### config.mk
export PLATFORM = sky130hd
export DESIGN_NAME = rom_fetch_seq
export DESIGN_NICKNAME = d
export VERILOG_FILES = /design/src/rtl/rom_fetch_seq.sv
export SDC_FILE = /design/constraint.sdc
export NUM_CORES = 1
export LEC_CHECK = 0
export ABC_AREA = 1
export CORE_UTILIZATION = 54
export CTS_BUF_LIST = sky130_fd_sc_hd__clkbuf_8
export CTS_CLUSTER_SIZE = 20
export DETAILED_ROUTE_END_ITERATION = 7
export GPL_ROUTABILITY_DRIVEN = 0
export PLACE_DENSITY = 0.81
export SLEW_MARGIN = 10
export SYNTH_ARGS = -nofsm -noshare
export SYNTH_HDL_FRONTEND = slang
export SYNTH_SLANG_ARGS = --single-unit
### constraint.sdc
create_clock -name clk -period 4.7 [get_ports clk]
set_clock_uncertainty 0.15 [all_clocks]
set_input_delay 0.705 -clock clk [delete_from_list [all_inputs] [get_ports clk]]
set_output_delay 0.705 -clock clk [all_outputs]
set_load 0.01 [all_outputs]
### src/rtl/rom_fetch_seq.sv
// Address sequencer for the 16-word instruction ROM with a 2-entry fall-through output buffer.
// Define FETCH_BREAKPOINT_EN to add the bp_en/bp_addr/bp_hit breakpoint ports.
module rom_fetch_seq #(
    parameter int ADDR_W    = 4,
    parameter int DATA_W    = 16,
    parameter int LAST_ADDR = 15
) (
    input  logic              clk,
    input  logic              rst_n,
    input  logic              start,
    input  logic              halt,
    input  logic              jmp_valid,
    input  logic [ADDR_W-1:0] jmp_addr,
    output logic [ADDR_W-1:0] rom_addr,
    input  logic [DATA_W-1:0] rom_data,
    output logic [DATA_W-1:0] instr,
    output logic [ADDR_W-1:0] instr_addr,
    output logic              instr_valid,
    input  logic              instr_ready,
    output logic              busy
`ifdef FETCH_BREAKPOINT_EN
    ,
    input  logic              bp_en,
    input  logic [ADDR_W-1:0] bp_addr,
    output logic              bp_hit
`endif
);

    localparam logic [1:0] ST_IDLE  = 2'd0;
    localparam logic [1:0] ST_RUN   = 2'd1;
    localparam logic [1:0] ST_DRAIN = 2'd2;

    localparam logic [ADDR_W-1:0] LAST = ADDR_W'(LAST_ADDR);

    logic [1:0]        state_q, state_d;
    logic [ADDR_W-1:0] pc_q, pc_d;
    logic [ADDR_W-1:0] rom_addr_q, rom_addr_d;
    logic              inflight_q, inflight_d;
    logic [1:0]        count_q, count_d;
    logic [DATA_W-1:0] buf0_data_q, buf0_data_d, buf1_data_q, buf1_data_d;
    logic [ADDR_W-1:0] buf0_addr_q, buf0_addr_d, buf1_addr_q, buf1_addr_d;

    logic              pop;
    logic              push;
    logic              start_ok;
    logic              room;
    logic              bp_match;
    logic              issue;
    logic [ADDR_W-1:0] issue_addr;
    logic [ADDR_W-1:0] jmp_tgt;
    logic [2:0]        occupancy;
    logic [1:0]        level;

    function automatic logic [ADDR_W-1:0] wrap_inc(input logic [ADDR_W-1:0] a);
        return (a == LAST) ? '0 : a + 1'b1;
    endfunction

    assign instr_valid = (count_q != 2'd0);
    assign instr       = buf0_data_q;
    assign instr_addr  = buf0_addr_q;
    assign rom_addr    = rom_addr_q;
    assign busy        = (state_q != ST_IDLE);

    assign pop       = instr_valid & instr_ready;
    assign push      = inflight_q & ~jmp_valid;
    assign start_ok  = start & ~halt & ~jmp_valid;
    assign jmp_tgt   = (jmp_addr > LAST) ? LAST : jmp_addr;
    // Words already buffered plus the one still in the ROM, minus the one leaving this edge.
    assign occupancy = {1'b0, count_q} + {2'b00, inflight_q} - {2'b00, pop};
    assign room      = (occupancy < 3'd2);

`ifdef FETCH_BREAKPOINT_EN
    assign bp_match = bp_en & (pc_q == bp_addr);
`else
    assign bp_match = 1'b0;
`endif

    always_comb begin
        state_d    = state_q;
        pc_d       = pc_q;
        rom_addr_d = rom_addr_q;
        inflight_d = 1'b0;
        issue      = 1'b0;
        issue_addr = pc_q;
        case (state_q)
            ST_IDLE: begin
                if (jmp_valid) begin
                    pc_d = jmp_tgt;
                end else if (start_ok) begin
                    if (bp_match) begin
                        state_d = ST_DRAIN;
                    end else begin
                        state_d = ST_RUN;
                        issue   = 1'b1;
                    end
                end
            end
            ST_RUN: begin
                if (jmp_valid) begin
                    pc_d = jmp_tgt;
                    if (halt) begin
                        state_d = ST_DRAIN;
                    end else begin
                        issue      = 1'b1;
                        issue_addr = jmp_tgt;
                    end
                end else if (halt) begin
                    state_d = ST_DRAIN;
                end else if (room) begin
                    if (bp_match) begin
                        state_d = ST_DRAIN;
                    end else begin
                        issue = 1'b1;
                    end
                end
            end
            ST_DRAIN: begin
                if (jmp_valid) begin
                    pc_d = jmp_tgt;
                end
                if (!inflight_q && count_q == 2'd0) begin
                    state_d = ST_IDLE;
                end
            end
            default: state_d = ST_IDLE;
        endcase
        if (issue) begin
            rom_addr_d = issue_addr;
            pc_d       = wrap_inc(issue_addr);
            inflight_d = 1'b1;
        end
    end

    // Pop shifts the tail forward; the incoming word lands in the first free slot after that.
    always_comb begin
        buf0_data_d = buf0_data_q;
        buf0_addr_d = buf0_addr_q;
        buf1_data_d = buf1_data_q;
        buf1_addr_d = buf1_addr_q;
        level       = count_q - {1'b0, pop};
        count_d     = level + {1'b0, push};
        if (pop) begin
            buf0_data_d = buf1_data_q;
            buf0_addr_d = buf1_addr_q;
        end
        if (push) begin
            if (level == 2'd0) begin
                buf0_data_d = rom_data;
                buf0_addr_d = rom_addr_q;
            end else begin
                buf1_data_d = rom_data;
                buf1_addr_d = rom_addr_q;
            end
        end
        if (jmp_valid) begin
            count_d = 2'd0;
        end
    end

    always_ff @(posedge clk or negedge rst_n) begin
        if (!rst_n) begin
            state_q     <= ST_IDLE;
            pc_q        <= '0;
            rom_addr_q  <= '0;
            inflight_q  <= 1'b0;
            count_q     <= 2'd0;
            buf0_data_q <= '0;
            buf0_addr_q <= '0;
            buf1_data_q <= '0;
            buf1_addr_q <= '0;
        end else begin
            state_q     <= state_d;
            pc_q        <= pc_d;
            rom_addr_q  <= rom_addr_d;
            inflight_q  <= inflight_d;
            count_q     <= count_d;
            buf0_data_q <= buf0_data_d;
            buf0_addr_q <= buf0_addr_d;
            buf1_data_q <= buf1_data_d;
            buf1_addr_q <= buf1_addr_d;
        end
    end

`ifdef FETCH_BREAKPOINT_EN
    logic bp_hit_q, bp_hit_d;
    logic bp_set;

    // A fresh start or a jump clears the sticky flag, but a breakpoint hit on that same edge wins.
    always_comb begin
        bp_set   = bp_match & (((state_q == ST_IDLE) & start_ok)
                 | ((state_q == ST_RUN) & ~jmp_valid & ~halt & room));
        bp_hit_d = bp_hit_q;
        if (jmp_valid || (state_q == ST_IDLE && start_ok)) begin
            bp_hit_d = 1'b0;
        end
        if (bp_set) begin
            bp_hit_d = 1'b1;
        end
    end

    always_ff @(posedge clk or negedge rst_n) begin
        if (!rst_n) begin
            bp_hit_q <= 1'b0;
        end else begin
            bp_hit_q <= bp_hit_d;
        end
    end

    assign bp_hit = bp_hit_q;
`endif

endmodule

* Word level (Yosys, flattened, before mapping)
Cells that the tools add are included.
** Operators by class
- Add/subtract/negate cells :: 5
- $lt $le $gt $ge :: 2
- Eq/ne operators :: 7
- Muxes and demuxes :: 28
- Bitwise operators :: 7
- Reduce and logical (&&, ||, !) cells :: 13
** Operators by type and width (count)
- $mux W16 :: 3
- $mux W4 :: 11
- $mux W2 :: 5
- $ne A2 B2 Y1 const B :: 4
- $reduce_bool A2 Y1 :: 4
- $mux W1 :: 7
- $logic_not A2 Y1 :: 3
- $pmux W2 S3 :: 1
- $add A4 B1 Y4 const B :: 1
- $and A1 B1 Y1 :: 4
- $eq A4 B4 Y1 const B :: 1
- $gt A4 B4 Y1 const B :: 1
- $reduce_and A2 Y1 :: 2
- $reduce_and A4 Y1 :: 1
- $add A2 B1 Y3 :: 1
- $lt A3 B2 Y1 const B :: 1
- $not A1 Y1 :: 3
- $reduce_or A3 Y1 :: 1
- $sub A3 B1 Y3 :: 1
- $add A2 B1 Y2 :: 1
- $eq A2 B1 Y1 const B :: 1
- $eq A2 B2 Y1 const B :: 1
- $pmux W1 S2 :: 1
- $sub A2 B1 Y2 :: 1
- 2 further kinds :: 2
** Storage, ports and cells
- Register bits after elaboration :: 53
- Bits of input ports :: 26
- Output and inout bits :: 26
- Word-level logic and storage cells :: 71

* Logic depth before layout (Yosys ltp)
- Depth after elaboration :: 10
- Gate-level depth with buffers :: 18
- Gate-level depth less buffers :: 18

* Least setup slack after synthesis
OpenSTA, ideal clock, no wires.
- Kind :: input-to-reg
- From :: in instr_ready
- To :: reg pc_q[0]
- Setup time :: 0.069 ns
- Arrival :: 2.176 ns
- Required time :: 4.481 ns
- Path slack :: 2.305 ns
- Stages :: 16
- Buffers on the path :: 1
- Path through :: nand2_2 -> inv_1 -> nand2_1 -> nand2_1 -> nand2_1 -> fa_1 -> inv_1 -> nand2_1 -> nand3_1 -> nand2_1 -> nand2_1 -> nand2_1 -> buf_2 -> nor2_1 -> nand2_1 -> nand3_1
** On the way
- Cells in the longest elaborated chain, start to end :: 9
- Elaborated cells between the ends (all ways) :: 11
- Those cells by class :: add/sub: 1; order compare: 1; mux: 5; bitwise: 1; reduce/logical: 3
** RTL lines
- from (decl) :: RTL line 19 : input logic instr_ready,
- $and A1 B1 Y1 (*) :: RTL line 64 : assign pop = instr_valid & instr_ready;
- $sub A3 B1 Y3 (*) :: RTL line 69 : assign occupancy = {1'b0, count_q} + {2'b00, inflight_q} - {2'b00, pop};
- $lt A3 B2 Y1 (*) :: RTL line 70 : assign room = (occupancy < 3'd2);
- $mux W1 (*) :: RTL line 109 : end else if (room) begin
- $mux W1 (*) :: RTL line 107 : end else if (halt) begin
- $mux W1 (*) :: RTL line 99 : if (jmp_valid) begin
- $pmux W1 S2 (*) :: RTL line 85 : case (state_q)
- $reduce_bool A2 Y1 (no line)
- $reduce_and A2 Y1 (no line)
- to (signal assigned) :: RTL line 173 : pc_q <= pc_d;
- to (decl) :: RTL line 36 : logic [ADDR_W-1:0] pc_q, pc_d;
Every way passes the cells marked *; elsewhere a longest branch is shown, timed or not.
A chain may end at the register's enable or synchronous reset.

* Worst setup path after layout
- From :: in instr_ready
- To :: reg pc_q[3]
Same word-level chain as after synthesis.

==> impl_results.md <==
- Status: complete, no violations
- CTS tree: done
- CP max-delay cell: clkdlybuf4s50_1
- Reg2Reg Setup Slack: around 1.7 ns
- Setup_tns: 0 ns
- Total gr overflow: 0
- Clk sinks: 53
- CP Max Fanout: 22
- Clock Tree Buf Depth: 2
- Delay-heaviest family, CP: simple AND/OR/NAND/NOR gates
- Final Max Slew Viols: 0
- Kind of critical path: input pin to flip-flop
- Crit-path most repeated cell: nand2_1
- Fillcell total: 343
- Drc violations: 0
- Maxcap violations: 0
- Antenna violations before repair: 0
- Hold Path Class: flip-flop to flip-flop
- Number of global-route vias before repair: just under 2000
- Via count: about 2000
- Ant. Diodes: 0
- Pleak: 0.00150 µW
- CTS resizes: 0
- Buf+Inv Stages, Crit Path: 4
- Iteration count of the initial detailed-routing pass: 5
- Crit. End Element: flip-flop
- First-pass GRT wire length: ~8500 µm
- Post-layout utilization of the core: 0.710
- GR Util met2: 0.369
- Layout cells sized above 1: 0.0948
- Post-Syn Area: between 2000 and 2500 µm²
- Placed inst area: between 2000 and 3000 µm²
- Vias per cell: between 5 and 6
- RSZ-0062 raised after global routing: false
- GR Util met1: 0.289
- Synth cell types: 22
- Final hold vios: 0
- Most common flop cell mapped by yosys: dfrtp_1
- Post-synthesis cell count: approximately 280
- Register area: around 1300 µm²
- Hold Path Sink: pc_q[3]
- Peak supply drop: 0.422 mV
- Dpl hpwl: approximately 3300 µm
- Total global-route track usage: 0.220
- Clk_lat worst skew: approximately 0.30 ns
- DRT Wirelength: approximately 5000 µm
- Stages on the worst setup path: 17
- Hold Startpoint: pc_q[3]
- Mean post-synth cell area: between 8 and 9 µm²
- Post-DRT Antenna Nets: 0
- Htree depth: 2
- CP required: 4.74 ns
- Post-synthesis sequential area ratio: 0.542
- Hold path depth: 2
- PwrDens: 541 nW/µm²
- Max Fclk: 0.311 GHz
- Post-layout nets: 355
- Min Tclk post-route: ~3.2 ns
- Area Overhead vs Synth: 26.3%
- Met3 Use GR: 0.0436
- Max incr delay on CP: 0.47 ns
- Worst-Margin Slew: between 0.6 and 0.7 ns
- Row count: 24
- Clk pin slew, worst setup/hold paths: 0.08 ns
- Crit-path cells: clkdlybuf4s50_1 > nand2_2 > inv_1 > nand2_1 > nand2_1 > nand2_1 > fa_1 > inv_1 > nand2_1 > nand3_1 > nand2_1 > nand2_1 > nand2_1 > inv_1 > o21ai_0 > nand2_1 > nand2_1
- Placed cell count: about 370
- Critical R2R Launch: count_q[1]
- Hold_buf cts: 0
- Largest net degree at the start of global routing: 54
- CTS root buffer: clkbuf_8
- Reg2reg path depth: 18
- Die area: ~4800 µm²
- Die H: a little under 70 µm
- CTS buffer count: 5
- Final worst-path cycle share: 0.683
- Final setup fails: 0
- Boundary pin count: 52
- Post-CTS setup repair buffer count: 0
- Slew HR: 0.569
- Area of the multi-input gates: about 950 µm²
- Reg2Reg Capture Point: pc_q[3]
- Busiest grt layer: met2
- Crit path DAT: 3.25 ns
- Post-route insts no fill: approximately 380
- Starting DRT DRC Count: around 120
- PortBufs: just over 50
- Design area: roughly 3000 µm²
- Post-synth net total: around 310
- DR WL/cell: 13.3 µm
- Initial Util: 0.562
- Type of origin of the critical path: input pin
- Die Wd: between 60 and 70 µm
- Yosys Warn Count: 0
- Flops & latches, synth: 53
- Share of flip-flops with an asynchronous set or reset: 1.00
- Worst Setup Slack, final: ~1.5 ns
- Core area: 4350 µm²
- Pre-CTS setup slack: 1.16 ns
- Number of synthesized flops with an enable pin: 0
## layout make-up
type,count,share of cell area
Clock buffer,6,0.0267
Clock inverter,2,0.0109
Inverter,29,0.0352
Multi-Input combinational cell,183,0.306
Sequential cell,53,0.429
Tap cell,52,0.0211
Timing Repair Buffer,54,0.171
## layout by cell type (no fill, tap or decap), drive strengths merged, types with 4 or more instances in the layout
master / netlist / final
o22ai: 5 / 5
o21ai: 23 / 23
nand3: 14 / 14
nand2: 76 / 76
clkdlybuf4s50: 0 / 50
inv: 29 / 30
buf: 6 / 4
a31oi: 15 / 15
clkbuf: 6 / 6
dfrtp: 53 / 53
nor2: 29 / 29
mux2: 11 / 11
## logic make-up after synthesis
kind of cell             after synthesis  synth area share
multiplexers                          11            0.0537
adder cells (fa/ha/maj)                3            0.0184
AND/OR/NAND/NOR                      121             0.202
AO/OA/AOI/OAI                         46             0.105
XOR/XNOR                               2           0.00716
buffers and inverters                 41            0.0711
flip-flops                            53             0.542
## cells in the mapped netlist (2+ instances only)
cell type  count  area, µm²
xor2_1         2       17.5
nand2_2        5       31.3
nand4_1        2       12.5
nand2_1       71        267
nor2_1        27        101
inv_1         27        101
nor2_2         2       12.5
nand3_1       14       70.1
o22ai_1        5       31.3
mux2_4         2       30.0
clkbuf_1       6       22.5
inv_2          2       7.51
a31oi_1       15       93.8
o21ai_0       23        115
mux2_2         9        101
buf_6          2       22.5
ha_1           2       25.0
a21oi_1        2       10.0
buf_2          4       20.0
dfrtp_1       53       1330
## worst min-delay path: stages (launching register included)
cell and delay [ns]:
dfrtp_1 0.35, nand2_1 0.05, nand2_1 0.06
## registers in the layout, indices dropped and copies added (netlist names)
register,count
count_q,2
instr_addr,4
buf1_data_q,16
instr,16
buf1_addr_q,4
state_q,2
inflight_q,1
rom_addr,4
pc_q,4
## routing by layer
metal  share of wire  vias up  wire length [µm]
li1                -      996                 -
met1            0.45      952              2270
met2            0.48       71              2450
met5               0        -                 0
met4           0.010        0                51
met3           0.055        6               278
## power breakdown
group	internal [µW]	leakage [µW]	switching, µW	total (µW)
registers	651	0.000651	110	761
logic	336	0.000787	267	603
clock network	172	0.0000626	138	310
## per-stage QoR
stage / hold WS [ns] / total power, µW
floorplan: 0.259 / 1060
global placement: 0.315 / 1350
detailed placement: 0.323 / 1370
CTS: 0.344 / 1690
global route: 0.364 / 1780
finish: 0.341 / 1670
## worst max-delay path by stage
stage                startpoint       to  slack, ns
CTS                 instr_ready  pc_q[3]       1.49
global route        instr_ready  pc_q[0]       1.21
detailed placement  instr_ready  pc_q[2]       1.16
global placement    instr_ready  pc_q[2]       1.30
finish              instr_ready  pc_q[3]       1.49
floorplan           instr_ready  pc_q[0]       2.31
Note: power is estimated with default switching activity, not from simulation.
==> variant (same flow settings) <==
Build with the macro `FETCH_BREAKPOINT_EN` defined.
--- a/src/rtl/rom_fetch_seq.sv
+++ b/src/rtl/rom_fetch_seq.sv
@@ -1,5 +1,7 @@
 // Address sequencer for the 16-word instruction ROM with a 2-entry fall-through output buffer.
 // Define FETCH_BREAKPOINT_EN to add the bp_en/bp_addr/bp_hit breakpoint ports.
+`define FETCH_BREAKPOINT_EN
+
 module rom_fetch_seq #(
     parameter int ADDR_W    = 4,
     parameter int DATA_W    = 16,
Interface: changed (added bp_addr, bp_en and bp_hit); port bits go from 52 to 58. No check against the original RTL was run, so the function may have changed too.
==> variant against the unedited design <==
Synthesized area grew 14%. Register-to-register slack improved by 0.26 ns. Sequential cell count is 1 higher. Design area up 13%. Fmax is 0.47% lower. Die area is 13% higher. Largest power group is now combinational cells. Critical path type unchanged. Highest routed layer unchanged. Setup slack worse by 0.015 ns. Core utilization is 1.0 points higher. Total power is 34% higher. Routed wire length is 11% higher.
==> variant: results (changes against the unedited design) <==
[power]
p_clk_share_pct=11.5  ; was 18.5%
ir_worst_vdd_mv=0.3629  ; was 0.4220 mV
finalPower_mw=2.248  ; was 1.673 mW
pwr-share-comb_pct=51.8  ; was 36.0%
power.switching_mw=0.8839  ; was 0.5155 mW
power.leakage_nw=1.731  ; was 1.501 nW

[logic_synthesis]
synth_area_leaders=dfrtp_1 (49%), nand2_1 (12%), o21ai_0 (7.7%)  ; was dfrtp_1 (54%), nand2_1 (11%), o21ai_0 (4.7%)
ys_types=32  ; was 22
yosysSeqAreaShare_pct=48.60  ; was 54.22%
synth_nets=367  ; was 306
synth_xor_area_share_pct=0.3150  ; was 0.7161%
synthAdderAreaFrac_pct=2.070  ; was 1.841%
ys_warn_count=0  ; unchanged
ys_async_sr_fraction_pct=100.0  ; unchanged
synth_compound_area_share_pct=16.16  ; was 10.54%
synth_common_cells=nand2_1 (86), dfrtp_1 (54), inv_1 (44)  ; was nand2_1 (71), dfrtp_1 (53), inv_1 (27), nor2_1 (27), o21ai_0 (23)
synthMuxAreaShare_pct=0  ; was 5.371%

[run_status]
status=complete, no violations  ; unchanged

[setup_path]
cp_max_fo=22  ; unchanged
slowest_delay_ns=0.50  ; was 0.47 ns
critPathArrivalTime_ns=3.26  ; was 3.25 ns
crit_family=simple AND/OR/NAND/NOR gates  ; unchanged
worst_path_max_delay_cell=clkdlybuf4s50_1  ; unchanged

[clock_network]
clk_latency_ns=0.30  ; about the same
h-tree-depth=2  ; unchanged
post_cts_resized=0  ; unchanged
clk_pin_slew_worst_paths_ns=0.09
numCtsBuffers=5  ; unchanged
cts.path.max_buffers=2  ; unchanged
cts_root_buffer=clkbuf_8  ; unchanged
post_cts_buffers=0  ; unchanged

[grt]
grt_start_max_net_pins=55  ; was 54
grt_pass1_wl_mm=9.673  ; was 8.480 mm
antenna_found_initial=0  ; unchanged
grtUsageTotal_pct=23.17  ; was 22.02%

[drt]
wl_per_cell_um=12.36  ; was 13.33 um
drt_iter0_drc=143  ; was 124
via_count=2324  ; was 2,025
drtPass1Iterations=4  ; was 5

[placed_design]
dpl.hpwl_mm=4.022  ; was 3.322 mm
dp_slack_ns=1.139  ; was 1.163 ns
port_buffers=57  ; was 51

[finish]
drive_gt1_share_pct=12.89  ; was 9.480%
num_antenna_cells=0  ; unchanged
nets=422  ; was 355

[sta]
relSlewSlack_pct=55.35  ; was 56.93%

[hold_path]
min_path_type=flop to flop  ; unchanged

==> variant: metrics by stage <==
step,std cells,cell area [um^2],utilization [%]
finish,455,3491,72.00
floorplan,332,2780,-
global placement,447,3400,70.12
global route,455,3491,72.00
CTS,455,3491,72.00
detailed placement,447,3400,70.12
==> variant: logic make-up after synthesis <==
logic type | Yosys count
simple gates | 140
compound gates | 74
buf+inv | 59
flops | 54
fa+ha+maj | 4
xor+xnor | 1
==> variant: routing by layer <==
layer | track usage (%) | wire length, um | part of all wire (%) | up-vias
met1 | 28.98 | 2436 | 43 | 1092
met3 | 5.075 | 188 | 3.3 | 4
li1 | - | - | - | 1179
met2 | 40.47 | 2952 | 52 | 49
met4 | 6.197 | 48 | 0.85 | 0
met5 | 0 | 0 | 0 | -
==> variant: worst paths after layout <==
path                                               to                  startpoint  depth (start not counted)  slack, ns
min reg2reg                buf1_data_q[5]$_DFFE_PN0P_  buf1_data_q[5]$_DFFE_PN0P_                          2       0.34
max in group asynchronous          bp_hit$_DFFE_PN0P_                       rst_n                          2       3.59
max                               pc_q[3]$_DFFE_PN0P_                 instr_ready                         14       1.47
min in group asynchronous          instr[5]$_DFF_PN0_                       rst_n                          2       0.36
min                        buf1_data_q[5]$_DFFE_PN0P_  buf1_data_q[5]$_DFFE_PN0P_                          2       0.34
max reg2reg                       pc_q[3]$_DFFE_PN0P_        count_q[1]$_DFF_PN0_                         13       1.98
==> variant: final cells by class <==
| type | count | area (um^2) |
|---|---|---|
| Fill cell | 405 | 1358 |
| Sequential cell | 54 | 1351 |
| Multi-Input combinational cell | 219 | 1196 |
| Timing Repair Buffer | 61 | 595.6 |
| Inverter | 46 | 172.7 |
| Tap cell | 67 | 83.83 |
| Clock buffer | 6 | 82.58 |
| Clock inverter | 2 | 8.758 |
